===== src/rtl/pipe_stall_ctrl_pkg.sv =====
// Shared constants and state encodings for the pipeline sequencing controller.
package pipe_stall_ctrl_pkg;

  localparam logic [31:0] EXC_ENTRY      = 32'h0000_4180;
  localparam int unsigned MUL_CYCLES_DEF = 5;
  localparam int unsigned DIV_CYCLES_DEF = 10;
  localparam int unsigned CNT_W          = 4;

  typedef enum logic [1:0] {
    MDS_IDLE = 2'd0,
    MDS_MUL  = 2'd1,
    MDS_DIV  = 2'd2
  } md_state_e;

endpackage


===== src/rtl/pipe_stall_ctrl_if.sv =====
// Hazard inputs and pipeline-register controls exchanged between the core and the controller.
interface pipe_stall_ctrl_if;

  logic data_stall;
  logic d_uses_md;
  logic e_md_start;
  logic e_md_is_div;
  logic int_req;

  logic f_we;
  logic d_we;
  logic e_flush;
  logic req;
  logic md_start;
  logic md_busy;
  logic md_done;
  logic proto_err;

  modport master (
    output data_stall, d_uses_md, e_md_start, e_md_is_div, int_req,
    input  f_we, d_we, e_flush, req, md_start, md_busy, md_done, proto_err
  );

  modport slave (
    input  data_stall, d_uses_md, e_md_start, e_md_is_div, int_req,
    output f_we, d_we, e_flush, req, md_start, md_busy, md_done, proto_err
  );

endinterface


===== src/rtl/pipe_stall_ctrl_md_busy_cnt.sv =====
// Multiply/divide occupancy tracker: IDLE/MUL/DIV FSM with a down-counter.
// Busy, done and the sticky protocol error are all decoded from registers only.
module pipe_stall_ctrl_md_busy_cnt
  import pipe_stall_ctrl_pkg::*;
#(
  parameter int unsigned MUL_CYCLES = MUL_CYCLES_DEF,
  parameter int unsigned DIV_CYCLES = DIV_CYCLES_DEF
) (
  input  logic clk,
  input  logic reset,
  input  logic i_start,
  input  logic i_e_md_start,
  input  logic i_is_div,
  output logic o_idle,
  output logic o_busy,
  output logic o_done,
  output logic o_proto_err
);

  md_state_e        r_state, w_state_d;
  logic [CNT_W-1:0] r_cnt, w_cnt_d;
  logic             r_proto_err, w_proto_err_d;

  always_ff @(posedge clk or posedge reset) begin
    if (reset) begin
      r_state     <= MDS_IDLE;
      r_cnt       <= '0;
      r_proto_err <= 1'b0;
    end else begin
      r_state     <= w_state_d;
      r_cnt       <= w_cnt_d;
      r_proto_err <= w_proto_err_d;
    end
  end

  always_comb begin
    w_state_d     = r_state;
    w_cnt_d       = r_cnt;
    // A start request while an operation is in flight is dropped but remembered.
    w_proto_err_d = r_proto_err | (i_e_md_start & (r_state != MDS_IDLE));
    unique case (r_state)
      MDS_IDLE: begin
        if (i_start) begin
          w_state_d = i_is_div ? MDS_DIV : MDS_MUL;
          w_cnt_d   = i_is_div ? CNT_W'(DIV_CYCLES - 1) : CNT_W'(MUL_CYCLES - 1);
        end
      end
      MDS_MUL, MDS_DIV: begin
        if (r_cnt == '0) begin
          w_state_d = MDS_IDLE;
        end else begin
          w_cnt_d = r_cnt - CNT_W'(1);
        end
      end
      default: w_state_d = MDS_IDLE;
    endcase
  end

  assign o_idle      = (r_state == MDS_IDLE);
  assign o_busy      = (r_state != MDS_IDLE);
  assign o_done      = o_busy & (r_cnt == '0);
  assign o_proto_err = r_proto_err;

endmodule


===== src/rtl/pipe_stall_ctrl.sv =====
// Pipeline sequencing controller: merges data hazards, HI/LO busy and exception requests
// into F/D write enables, the E bubble flush and the exception redirect.
module pipe_stall_ctrl
  import pipe_stall_ctrl_pkg::*;
#(
  parameter int unsigned MUL_CYCLES = MUL_CYCLES_DEF,
  parameter int unsigned DIV_CYCLES = DIV_CYCLES_DEF
) (
  input logic              clk,
  input logic              reset,
  pipe_stall_ctrl_if.slave bus
);

  logic w_idle;
  logic w_busy;
  logic w_done;
  logic w_proto_err;
  logic w_md_start;
  logic w_hz;
  logic w_f_we;
  logic w_d_we;
  logic w_e_flush;
  logic w_req;

  // The start belongs to a younger instruction than the one trapping at M, so it is squashed.
  assign w_md_start = bus.e_md_start & ~bus.int_req & w_idle;
  assign w_hz       = bus.data_stall | (bus.d_uses_md & (w_busy | w_md_start));

  pipe_stall_ctrl_md_busy_cnt #(
    .MUL_CYCLES (MUL_CYCLES),
    .DIV_CYCLES (DIV_CYCLES)
  ) u_md_busy_cnt (
    .clk          (clk),
    .reset        (reset),
    .i_start      (w_md_start),
    .i_e_md_start (bus.e_md_start),
    .i_is_div     (bus.e_md_is_div),
    .o_idle       (w_idle),
    .o_busy       (w_busy),
    .o_done       (w_done),
    .o_proto_err  (w_proto_err)
  );

  always_comb begin
    w_f_we    = 1'b1;
    w_d_we    = 1'b1;
    w_e_flush = 1'b0;
    w_req     = 1'b0;
    if (bus.int_req) begin
      w_req = 1'b1;
    end else if (w_hz) begin
      w_f_we    = 1'b0;
      w_d_we    = 1'b0;
      w_e_flush = 1'b1;
    end
  end

  assign bus.f_we      = w_f_we;
  assign bus.d_we      = w_d_we;
  assign bus.e_flush   = w_e_flush;
  assign bus.req       = w_req;
  assign bus.md_start  = w_md_start;
  assign bus.md_busy   = w_busy;
  assign bus.md_done   = w_done;
  assign bus.proto_err = w_proto_err;

endmodule


===== src/flat_wrapper.sv =====
// flat-port wrapper written by rule: the top's interface ports become plain ports
module pipe_stall_ctrl_flat import pipe_stall_ctrl_pkg::*;
#(
  parameter int unsigned MUL_CYCLES = MUL_CYCLES_DEF,
  parameter int unsigned DIV_CYCLES = DIV_CYCLES_DEF
)
  (clk, reset, bus_data_stall, bus_d_uses_md, bus_e_md_start, bus_e_md_is_div, bus_int_req, bus_f_we, bus_d_we, bus_e_flush, bus_req, bus_md_start, bus_md_busy, bus_md_done, bus_proto_err);
  pipe_stall_ctrl_if bus_i ();
  input logic clk;
  input logic reset;
  input wire logic [$bits(bus_i.data_stall)-1:0] bus_data_stall;
  input wire logic [$bits(bus_i.d_uses_md)-1:0] bus_d_uses_md;
  input wire logic [$bits(bus_i.e_md_start)-1:0] bus_e_md_start;
  input wire logic [$bits(bus_i.e_md_is_div)-1:0] bus_e_md_is_div;
  input wire logic [$bits(bus_i.int_req)-1:0] bus_int_req;
  output wire logic [$bits(bus_i.f_we)-1:0] bus_f_we;
  output wire logic [$bits(bus_i.d_we)-1:0] bus_d_we;
  output wire logic [$bits(bus_i.e_flush)-1:0] bus_e_flush;
  output wire logic [$bits(bus_i.req)-1:0] bus_req;
  output wire logic [$bits(bus_i.md_start)-1:0] bus_md_start;
  output wire logic [$bits(bus_i.md_busy)-1:0] bus_md_busy;
  output wire logic [$bits(bus_i.md_done)-1:0] bus_md_done;
  output wire logic [$bits(bus_i.proto_err)-1:0] bus_proto_err;
  assign bus_i.data_stall = bus_data_stall;
  assign bus_i.d_uses_md = bus_d_uses_md;
  assign bus_i.e_md_start = bus_e_md_start;
  assign bus_i.e_md_is_div = bus_e_md_is_div;
  assign bus_i.int_req = bus_int_req;
  assign bus_f_we = bus_i.f_we;
  assign bus_d_we = bus_i.d_we;
  assign bus_e_flush = bus_i.e_flush;
  assign bus_req = bus_i.req;
  assign bus_md_start = bus_i.md_start;
  assign bus_md_busy = bus_i.md_busy;
  assign bus_md_done = bus_i.md_done;
  assign bus_proto_err = bus_i.proto_err;
  pipe_stall_ctrl #(.MUL_CYCLES(MUL_CYCLES), .DIV_CYCLES(DIV_CYCLES)) u_core (.clk(clk), .reset(reset), .bus(bus_i));
endmodule

===== config.mk =====
export PLATFORM = sky130hd
export DESIGN_NAME = pipe_stall_ctrl_flat
export DESIGN_NICKNAME = d
export VERILOG_FILES = /design/src/rtl/pipe_stall_ctrl_pkg.sv /design/src/rtl/pipe_stall_ctrl_if.sv /design/src/rtl/pipe_stall_ctrl_md_busy_cnt.sv /design/src/rtl/pipe_stall_ctrl.sv /design/src/flat_wrapper.sv
export SDC_FILE = /design/constraint.sdc
export NUM_CORES = 1
export LEC_CHECK = 0
export ABC_CLOCK_PERIOD_IN_PS = 2300
export CAP_MARGIN = 5
export CORE_AREA = 2 2 39 41
export CTS_CLUSTER_DIAMETER = 200
export DETAILED_ROUTE_END_ITERATION = 6
export DIE_AREA = 0 0 41 43
export PLACE_DENSITY = 0.67
export SLEW_MARGIN = 20
export SYNTH_ARGS = -nofsm -noshare
export SYNTH_HDL_FRONTEND = slang
export SYNTH_SLANG_ARGS = --single-unit

===== constraint.sdc =====
create_clock -name clk -period 2.3 [get_ports clk]
set_input_delay 0.23 -clock clk [delete_from_list [all_inputs] [get_ports clk]]
set_output_delay 0.23 -clock clk [all_outputs]
set_load 0.05 [all_outputs]

==> metrics.csv, run 1 <==
stage;metric;value;unit
outcome;outcome;completed;
sta;timing.slew.headroom;66.7;%
setup_path;crit_fanout;9;
cells_and_area;flow.area_growth_from_synthesis;29.9;%
sta;max_freq;486;MHz
cells_and_area;utilization;47.6;%
yosys;synth_seq_cells;7;
global_routing;total_track_usage;13.7;%
place;port_buffers;14;
floorplan;core.rowCount;14;
setup_path;required;2.07;ns
pwr;peak_supply_drop;0.529;mV
clock_tree;post-cts-setup-buffers;0;
route;dr.pass1.iters;2;
yosys;yosys.area_share.xor_xnor;0;%
clock_tree;postCtsResizedCells;0;
place;detailedPlace.worstSlack;0.485;ns
yosys;synth_cells;57;
run;maxCapViolations;0;
floorplan;design.die.area;1760;um2
yosys;synth_simple_gate_area_share;20.2;%
floorplan;coreArea;1380;um2
sta;rsz0062_at_grt;false;
route;vias_per_cell;4.91;
pwr;post-layout-total-power;0.976;mW
yosys;synth_compound_area_share;26.7;%
clock_tree;clock_sink_count;7;
min_path;hp-class;input port to asynchronous set/reset pin;
yosys;post_synth_num_cell_types;31;
yosys;postSynthNetCount;66;
sta;hold_ws;0.210;ns
setup_path;end_kind;primary output;
floorplan;die_y;43;um
setup_path;critPathSlowestCell;clkdlybuf4s50_1;
setup_path;worst_r2r_startpoint;u_core.u_md_busy_cnt.r_cnt[0];
setup_path;timing.critical_path.cells;inv_1 > ha_1 > inv_1 > clkdlybuf4s50_1;
place;detailed_place.area;632;um2
cells_and_area;num-nets-final;80;
clock_tree;post_cts_hold_buffer_count;0;
clock_tree;worst_setup_hold_path_clk_slew;0.05;ns
cells_and_area;antenna_cell_count;0;
setup_path;path_class;register to primary output;
route;vias;422;
global_routing;via_count_of_the_first_global_routing_pass;424;
cells_and_area;ratio_of_cells_with_drive_above_1_in_the_final_layout;17.1;%
clock_tree;clockBufferDepth;2;
clock_tree;worst_skew_pair.late_latency;0.24;ns
clock_tree;tritoncts.num_buffers;3;
route;drt-initial-drc-count;1;
global_routing;grt_max_degree;13;
sta;final_setup_vio_count;0;
route;detail_route.wirelength;973;um
yosys;post_synth_mux_area_share;0;%
global_routing;number_of_antenna_violations_at_the_first_check_in_global_routing;0;
sta;finalWorstPathRequiredPeriod;2.06;ns
sta;layout_setup_ws;0.243;ns
place;placed_cells_incl_taps;82;
route;drc;0;
sta;timing_max_transition_violations_final;0;
cells_and_area;fillerInstances;136;
clock_tree;clock_tree_from_tritoncts;done;
setup_path;critical_path.startpoint_type;register;
yosys;synth-adder-area-share;4.94;%
place;detailed_place_hpwl;823;um
setup_path;crit_start;u_core.u_md_busy_cnt.r_state[1];
sta;skew;0.00145;ns
clock_tree;root_buffer;clkbuf_4;
place;final_wtd_congestion;0.751;
yosys;yosys_warnings;0;
floorplan;initial_utilization;36.6;%
sta;max_slew.worst_pin.slew;0.498;ns
clock_tree;cts_htree_levels;1;
route;post_drt_wl_per_cell;11.3;um
setup_path;path_common_cell;inv_1;
setup_path;cp_slowest_stage_delay;0.80;ns
sta;min_period_over_period;89.4;%
sta;setup_total_negative_slack;0;ns
yosys;netlist_area;507;um2
sta;final_hold_viol_count;0;
setup_path;critical_path_arrival;1.83;ns
global_routing;global_route_wire_length_before_repair;1640;um
global_routing;globalRoute.totalOverflow;0;
pwr;leakage_dissipation;0.294;nW
pwr;powerDensity;1480;nW/um2
floorplan;chipWidth;41;um
cells_and_area;fin_area;658;um2
floorplan;design.portCount;15;
yosys;syn_area_cell;8.89;um2
route;ant_nets;0;
yosys;ys_seq_area_share;34.6;%
cells_and_area;final_cells;86;
yosys;synth_top_family_by_area;compound AO/OA/AOI/OAI gates;
[metal layers]
| metal | wire length, um | vias up | GRT usage [%] |
|---|---|---|---|
| met5 | 0 | - | 0 |
| met4 | 0 | 0 | 12.0 |
| met3 | 13 | 0 | 0 |
| met2 | 546 | 2 | 21.3 |
| met1 | 414 | 196 | 16.4 |
| li1 | - | 224 | - |
[final timing paths]
| kind | endpoint | slack (ns) | cells after the start |
|---|---|---|---|
| min in group clk | u_core.u_md_busy_cnt.o_proto_err | 0.45 | 1 |
| max in group asynchronous | u_core.u_md_busy_cnt.r_cnt[3] | 1.89 | 2 |
| max | bus_md_busy | 0.24 | 4 |
| min | u_core.u_md_busy_cnt.r_state[0] | 0.21 | 2 |
| max reg2reg | u_core.u_md_busy_cnt.r_state[0] | 0.67 | 5 |
| min reg2reg | u_core.u_md_busy_cnt.o_proto_err | 0.45 | 1 |
[Yosys cell counts]
library cell	n	area, um2
a211o_1	1	8.76
a21o_1	1	7.51
a21oi_1	1	5.00
a22oi_1	1	7.51
a2bb2oi_1	2	17.5
a31oi_1	1	6.26
a41oi_1	1	8.76
and2_4	1	8.76
buf_2	1	5.00
buf_4	2	15.0
buf_6	1	11.3
clkbuf_1	1	3.75
dfrtp_1	7	175
ha_1	2	25.0
inv_1	9	33.8
nand2_1	3	11.3
nand2b_1	3	18.8
nand3_1	1	5.00
nand3b_1	1	7.51
nor2_1	3	11.3
nor2b_1	2	12.5
nor3_1	1	5.00
o211ai_2	1	12.5
o22a_1	1	8.76
o22ai_1	3	18.8
o2bb2ai_1	1	8.76
o32ai_1	1	8.76
o32ai_2	1	16.3
or2_2	1	6.26
or2b_1	1	7.51
or3b_1	1	8.76
[where the power goes]
group          internal (mW)  leakage [nW]  switching [mW]
Combinational          0.279         0.193           0.394
Clock                 0.0658        0.0150          0.0388
Sequential             0.172        0.0862          0.0261
[cells in the final DEF, fill, tap and decap left out, drive strengths merged, types with 2 or more instances in the layout]
cell / n
dfrtp: 7
o22ai: 3
clkdlybuf4s50: 9
nor2b: 2
buf: 5
o32ai: 2
a2bb2oi: 2
nor2: 3
nand2: 3
clkbuf: 4
nand2b: 3
inv: 9
ha: 2
[cell families after synthesis]
logic type / after synthesis
DFF: 7
and+or+nand+nor: 18
buffers and inverters: 14
AOI/OAI and AO/OA: 16
adders and majority gates: 2
[worst max-delay path, delay by kind of cell (launching register included)]
family / cells / cell delay, ns
buffers and inverters: 3 / 0.97
flip-flops: 1 / 0.34
adder cells (fa/ha/maj): 1 / 0.28
[area by class of cell]
| class | count | area (um2) | share of cell area, % |
|---|---|---|---|
| clock buffer | 4 | 26.3 | 3.99 |
| inverter | 9 | 33.8 | 5.13 |
| multi-input combinational | 36 | 263 | 39.9 |
| sequential | 7 | 175 | 26.6 |
| tap | 16 | 20.0 | 3.04 |
| timing repair buffer | 14 | 140 | 21.3 |
[registers in the layout, summed over array words and instances, names as in the netlist]
| signal | cells |
|---|---|
| u_core.u_md_busy_cnt.r_state | 2 |
| u_core.u_md_busy_cnt.r_cnt | 4 |
| u_core.u_md_busy_cnt.o_proto_err | 1 |
Note: power is estimated with default switching activity, not from simulation.
==> run 2, diff against run 1 <==
Settings changed: CAP_MARGIN 5 to 40.
==> results of run 2 <==
Same layout as run 1: the final DEF is identical, and so are final timing and power.
==> run 3, diff against run 2 <==
Settings changed: CTS_CLUSTER_SIZE set to 14.
==> results of run 3 <==
Same layout as run 1: the final DEF is identical, and so are final timing and power.
